**src/rtl/ques_four_if.sv**
```systemverilog
// Data, select and enable into the demux plus its four routed outputs and one-hot select.
interface ques_four_if #(
    parameter int WIDTH = 1
);
    logic             en;
    logic [WIDTH-1:0] A;
    logic             SA;
    logic             SB;
    logic [WIDTH-1:0] Y0;
    logic [WIDTH-1:0] Y1;
    logic [WIDTH-1:0] Y2;
    logic [WIDTH-1:0] Y3;
    logic [3:0]       sel_oh;

    modport master (
        output en, A, SA, SB,
        input  Y0, Y1, Y2, Y3, sel_oh
    );

    modport slave (
        input  en, A, SA, SB,
        output Y0, Y1, Y2, Y3, sel_oh
    );
endinterface

```
**src/rtl/ques_four.sv**
```systemverilog
// Registered 1-to-4 demux steering A onto Y[{SA,SB}], all other outputs zeroed.
// One-cycle latency; en=0 holds every output (no backpressure path).
module ques_four #(
    parameter int WIDTH = 1
) (
    input  logic        clk,
    input  logic        rst_n,
    ques_four_if.slave  bus
);
    logic [3:0][WIDTH-1:0] y_q;
    logic [3:0][WIDTH-1:0] y_d;
    logic [3:0]            sel_oh_q;
    logic [3:0]            sel_oh_d;
    logic [1:0]            sel;

    assign sel = {bus.SA, bus.SB};

    always_comb begin
        y_d      = y_q;
        sel_oh_d = sel_oh_q;
        if (bus.en) begin
            // Whole vector cleared first so only the newly selected lane carries data.
            y_d      = '0;
            y_d[sel] = bus.A;
            sel_oh_d = 4'b0001 << sel;
        end
    end

    always_ff @(posedge clk or negedge rst_n) begin
        if (!rst_n) begin
            y_q      <= '0;
            sel_oh_q <= 4'b0000;
        end else begin
            y_q      <= y_d;
            sel_oh_q <= sel_oh_d;
        end
    end

    assign bus.Y0     = y_q[0];
    assign bus.Y1     = y_q[1];
    assign bus.Y2     = y_q[2];
    assign bus.Y3     = y_q[3];
    assign bus.sel_oh = sel_oh_q;
endmodule

```
**src/flat_wrapper.sv**
```systemverilog
// flat-port wrapper written by rule: the top's interface ports become plain ports
module ques_four_flat 
#(
    parameter int WIDTH = 1
)
  (clk, rst_n, bus_en, bus_A, bus_SA, bus_SB, bus_Y0, bus_Y1, bus_Y2, bus_Y3, bus_sel_oh);
  ques_four_if #(.WIDTH(WIDTH)) bus_i ();
  input  logic clk;
  input  logic rst_n;
  input wire logic [$bits(bus_i.en)-1:0] bus_en;
  input wire logic [$bits(bus_i.A)-1:0] bus_A;
  input wire logic [$bits(bus_i.SA)-1:0] bus_SA;
  input wire logic [$bits(bus_i.SB)-1:0] bus_SB;
  output wire logic [$bits(bus_i.Y0)-1:0] bus_Y0;
  output wire logic [$bits(bus_i.Y1)-1:0] bus_Y1;
  output wire logic [$bits(bus_i.Y2)-1:0] bus_Y2;
  output wire logic [$bits(bus_i.Y3)-1:0] bus_Y3;
  output wire logic [$bits(bus_i.sel_oh)-1:0] bus_sel_oh;
  assign bus_i.en = bus_en;
  assign bus_i.A = bus_A;
  assign bus_i.SA = bus_SA;
  assign bus_i.SB = bus_SB;
  assign bus_Y0 = bus_i.Y0;
  assign bus_Y1 = bus_i.Y1;
  assign bus_Y2 = bus_i.Y2;
  assign bus_Y3 = bus_i.Y3;
  assign bus_sel_oh = bus_i.sel_oh;
  ques_four #(.WIDTH(WIDTH)) u_core (.clk(clk), .rst_n(rst_n), .bus(bus_i));
endmodule
```
**config.mk**
```make
export PLATFORM = sky130hd
export DESIGN_NAME = ques_four_flat
export DESIGN_NICKNAME = d
export VERILOG_FILES = /design/src/rtl/ques_four_if.sv /design/src/rtl/ques_four.sv /design/src/flat_wrapper.sv
export SDC_FILE = /design/constraint.sdc
export NUM_CORES = 1
export LEC_CHECK = 0
export CAP_MARGIN = 20
export CORE_AREA = 3 3 40 42
export CTS_CLUSTER_SIZE = 28
export DETAILED_ROUTE_END_ITERATION = 10
export DIE_AREA = 0 0 43 45
export PLACE_DENSITY = 0.63
export RECOVER_POWER = 100
export SYNTH_ARGS = -nofsm -noshare
export SYNTH_HDL_FRONTEND = slang
export SYNTH_SLANG_ARGS = --single-unit
```
**constraint.sdc**
```tcl
create_clock -name clk -period 1 [get_ports clk]
set_clock_uncertainty 0.15 [all_clocks]
set_input_delay 0.25 -clock clk [delete_from_list [all_inputs] [get_ports clk]]
set_output_delay 0.25 -clock clk [all_outputs]
set_load 0.03 [all_outputs]
```
-- Word level (Yosys, flattened, before mapping)
Cells that the tools add are included.
- register bits after elaboration: 8
- output and inout bits: 8
- word-level logic and storage cells: 12
- magnitude comparators: 2
- shift operators: 1
- multiplexer cells: 2
- bitwise operators: 1
- reduce and logical (&&, ||, !) cells: 1
- operators with widths (operator ; count):
    $and 4x4->4 ; 1
    $shl 1x2->4 const A ; 1
    $lt 2x3->1 const B ; 1
    $demux 1 s2 ; 1
    $ge 2x1->1 const B ; 1
    $logic_and 1x1->1 ; 1
    $mux 1 ; 1

-- Depth between registers and ports, before layout
- depth in word-level cells: 5
- mapped depth: 3

-- Least setup slack after synthesis
OpenSTA, ideal clock, no wires.
- path kind: flip-flop to flip-flop
- start point: reg, netlist name u_core.bus.sel_oh[0]
- end point: reg u_core.sel_oh_q[0], in the netlist u_core.bus.sel_oh[0]
- library setup time: 0.125 ns
- arrival time: 0.756 ns
- data required time: 0.725 ns
- slack: -0.031 ns
- cell stages (with the launch flop): 2
- cells stage by stage: dfrtp_1 -> mux2_2
- RTL lines (item ; RTL line ; RTL):
    end signal: assignment ; ques_four.sv:35 ; sel_oh_q <= sel_oh_d;
    end: declaration ; ques_four.sv:12 ; logic [3:0] sel_oh_q;

-- Worst setup path after layout
- start point: reg u_core.sel_oh_q[0], in the netlist u_core.bus.sel_oh[0]
- end point: out bus_sel_oh[0]
- RTL lines (item ; RTL line ; RTL):
    end: declaration ; flat_wrapper.sv:18 ; output wire logic [$bits(bus_i.sel_oh)-1:0] bus_sel_oh;
No word-level cell between the ends.

==> run summary <==
The run finished, with violations left. The final reports fail on negative setup slack. The number of pins exceeding their max-slew limit in the final report is 0. The parity-gate share of the synthesized area counting xor and xnor cells is 0%. The via count normalized by instance count is 4.060.

The slew of the pin with the lowest slew margin came out at 0.3970 ns. The source-to-sink clock delay at the later pin of the worst-skew pair came out at 0.25 ns. The fraction of layout cells with a size suffix above 1 came out at 30.77%. The HPWL reported at the end of detailed placement came out at 496.6 um.

The per-instance average area after synthesis came out at 10.40 um2. After layout, the minimum clock period comes to 1.198 ns. The aggregate global routing overflow came out at 0. The number of buffers created by CTS is 3. STA classifies the critical path startpoint as a register. The die footprint came out at 0.001935 mm2. The post-route clock period utilization came out at 119.8%.

The design draws 0.7902 mW. Setup violations remaining at the end of the flow were counted as 8. The clock sink count came out at 8. The overall routed net length is 653 um.

Fill cells in the final layout number 137. The setup TNS came out at -1.415 ns. The number of register bits inferred by synthesis is 8. Entering global routing, the biggest net connects 13 pins.

The data arrival time of the critical path came out at 0.80 ns. The end of the worst register-to-register path is u_core.bus.sel_oh[0]$_DFFE_PN0P_. The final layout net count is 59.

The type of the worst setup path is register to primary output. The number of primary I/O pins is 14. The fmax came out at 834.8 MHz. The startpoint identified for the worst register-to-register timing path is u_core.bus.sel_oh[0]$_DFFE_PN0P_. Dividing the detail-routed wire length by the instance count gives 9.746 um. The largest voltage drop on the vdd net came out at 1.144 mV. The number of antenna violations at the first check in global routing came to 0. The count of TritonRoute iterations in the first routing pass is 2. The adder-cell share of the synthesized area came out at 0%. The complex-gate fraction of the synthesized area is 12.03%. Setup repair after global routing could not meet its margin everywhere.

The count of unresolved DRC violations after routing is 0. For this run, the slowest stage of the critical path takes 0.41 ns. After synthesis, the largest family of logic cells by area is simple AND/OR/NAND/NOR gates.

The path category of the worst min-delay check is primary input to asynchronous set/reset pin. The final critical-path setup slack is -0.1979 ns. TritonCTS built the clock tree. The cell leakage power came out at 0.2506 nW.

The total of buffers placed on input and output ports came out at 13. The flop-to-flop setup slack is 0.07 ns. The starting density of the core came out at 25.90%.

Among all stages on the critical path, the largest delay is contributed by sky130_fd_sc_hd__dfrtp_2. The multiplexer share of the synthesized area is 3.383%. In this run the tightest slew margin relative to its limit is 73.53%. STA classifies the critical path endpoint as a primary output. The number of design-rule violations left by the first detailed-router iteration is 3. Among cell families on the critical path, the largest total delay comes from flip-flops. The final instance area came out at 528.0 um2. The final route contains 272 vias.

In this run the clock root is driven by a sky130_fd_sc_hd__clkbuf_4. The placed standard-cell area came out at 466.7 um2. The warning count from the yosys run came out at 0.

Once detail routing completed, the nets flagged for antenna violations numbered 0. CTS built an H-tree with a depth of 1. The distinct cell type count after synthesis came out at 11. The top fanout value on the critical path is 2. The number of hold violations in the final report is 0.

The required time of the critical path is 0.60 ns. The total core area came out at 0.001285 mm2. The antenna diode count came out at 0. The clock input transition at the sequential cells of the worst setup and hold paths came out at 0.05 ns.

Buffers inserted to repair hold after CTS numbered 0. The critical path goes through buf_6. The sequential element share of the synthesized area is 60.15%. From synthesis to final layout, the design area changed by 58.65%. The cell area after technology mapping came out at 332.8 um2. The first-pass GRT wire length came out at 1179 um. For this run, the total global-route usage over all layers was measured as 8.432%.

The placer congestion estimate came out at 0.6515. The net count of the mapped netlist came out at 38. The post-synthesis simple-gate area fraction is 13.16%. The max-cap violation count came out at 0.

The die boundary width came out at 43 um. The power per standard cell area is 1497 mW/mm2. The number of global-route vias before repair is 289.

The clock passes through at most 2 buffers. Synthesis handed over a netlist of 32 instances. The number of buffer and inverter instances along the worst setup path is 1.

The die boundary height came out at 45 um. The cell count of the worst reg-to-reg path came out at 1. The number of placement rows is 13.
==> power by group <==
group / leakage [nW] / switching (mW) / total [mW] / internal, mW
Sequential: 0.104 / 0.0154 / 0.363 / 0.347
Clock: 0.0150 / 0.103 / 0.256 / 0.152
Combinational: 0.131 / 0.0913 / 0.172 / 0.0806
Total: 0.251 / 0.210 / 0.790 / 0.580
==> placed cells by master (no fill, tap or decap), drive strengths merged <==
cell type	synthesis	layout
nand2	2	2
buf	1	10
inv	7	7
nand2b	2	2
clkdlybuf4s50	0	2
dfrtp	8	8
o22ai	4	4
nor2	1	1
nand3	1	1
clkbuf	0	6
o21ai	3	3
dlygate4sd2	0	3
nand3b	2	2
mux2	1	1
==> what timing repair did <==
item                                    CTS  global route
buffers inserted                          1             1
gates resized for setup                  11             1
pin swaps                                 0             1
endpoints found under the setup margin   16            10
==> per-layer routing <==
| layer | vias to the layer above | part of all wire [%] | global-route usage, % |
|---|---|---|---|
| met1 | 117 | 42 | 9.750 |
| li1 | 144 | - | - |
| met5 | - | 0 | 0 |
| met4 | 0 | 0 | 1.807 |
| met2 | 11 | 47 | 12.87 |
| met3 | 0 | 11 | 5.976 |
==> through the flow <==
| stage | hold WS [ns] | utilization (%) | setup slack [ns] | cells |
|---|---|---|---|---|
| after floorplan | -0.1956 | - | 0.004431 | 32 |
| after global placement | 0.3584 | 36.32 | -0.3886 | 61 |
| after detailed placement | 0.3522 | 36.32 | -0.3985 | 61 |
| after CTS | 0.1312 | 40.99 | -0.2072 | 66 |
| after global routing | 0.2524 | 41.09 | -0.2385 | 67 |
| final | 0.2173 | 41.09 | -0.1979 | 67 |
==> layout make-up <==
class / count / area [um2] / share of cell area [%]
flip-flops and latches: 8 / 201.4 / 38.15
repair buffers: 17 / 160.2 / 30.33
multi-input cells: 16 / 95.09 / 18.01
clock buffers: 4 / 26.28 / 4.976
inverters: 7 / 26.28 / 4.976
well taps: 15 / 18.77 / 3.555
==> state kept, by name (all words and copies together), names as in the netlist <==
name / cells
u_core.bus.sel_oh: 4
u_core.bus.Y1: 1
u_core.bus.Y2: 1
u_core.bus.Y3: 1
u_core.bus.Y0: 1
==> synth_stat cells <==
cell	number	area [um2]
sky130_fd_sc_hd__nand3_1	1	5.000
sky130_fd_sc_hd__dfrtp_1	8	200.2
sky130_fd_sc_hd__nor2_1	1	3.750
sky130_fd_sc_hd__nand2_1	2	7.510
sky130_fd_sc_hd__nand2b_1	2	12.51
sky130_fd_sc_hd__inv_1	7	26.28
sky130_fd_sc_hd__o22ai_1	4	25.02
sky130_fd_sc_hd__buf_6	1	11.26
sky130_fd_sc_hd__mux2_2	1	11.26
sky130_fd_sc_hd__o21ai_0	3	15.01
sky130_fd_sc_hd__nand3b_1	2	15.01
==> cells by family after synthesis <==
group	Yosys count
DFF	8
and+or+nand+nor	8
buffers and inverters	8
AOI/OAI and AO/OA	7
muxes	1
==> worst max-delay path by stage <==
stage | startpoint | to | slack, ns | depth (start not counted)
5_1_grt | u_core.bus.sel_oh[0]$_DFFE_PN0P_ | bus_sel_oh[0] | -0.24 | 1
2_1_floorplan | u_core.bus.sel_oh[0]$_DFFE_PN0P_ | u_core.bus.sel_oh[0]$_DFFE_PN0P_ | 0.004 | 1
3_3_place_gp | bus_SB | u_core.bus.sel_oh[0]$_DFFE_PN0P_ | -0.39 | 3
6_report | u_core.bus.sel_oh[0]$_DFFE_PN0P_ | bus_sel_oh[0] | -0.20 | 1
3_5_place_dp | bus_SB | u_core.bus.sel_oh[0]$_DFFE_PN0P_ | -0.40 | 3
4_1_cts | u_core.bus.sel_oh[0]$_DFFE_PN0P_ | bus_sel_oh[0] | -0.21 | 1
(Power assumes the default switching activity.)
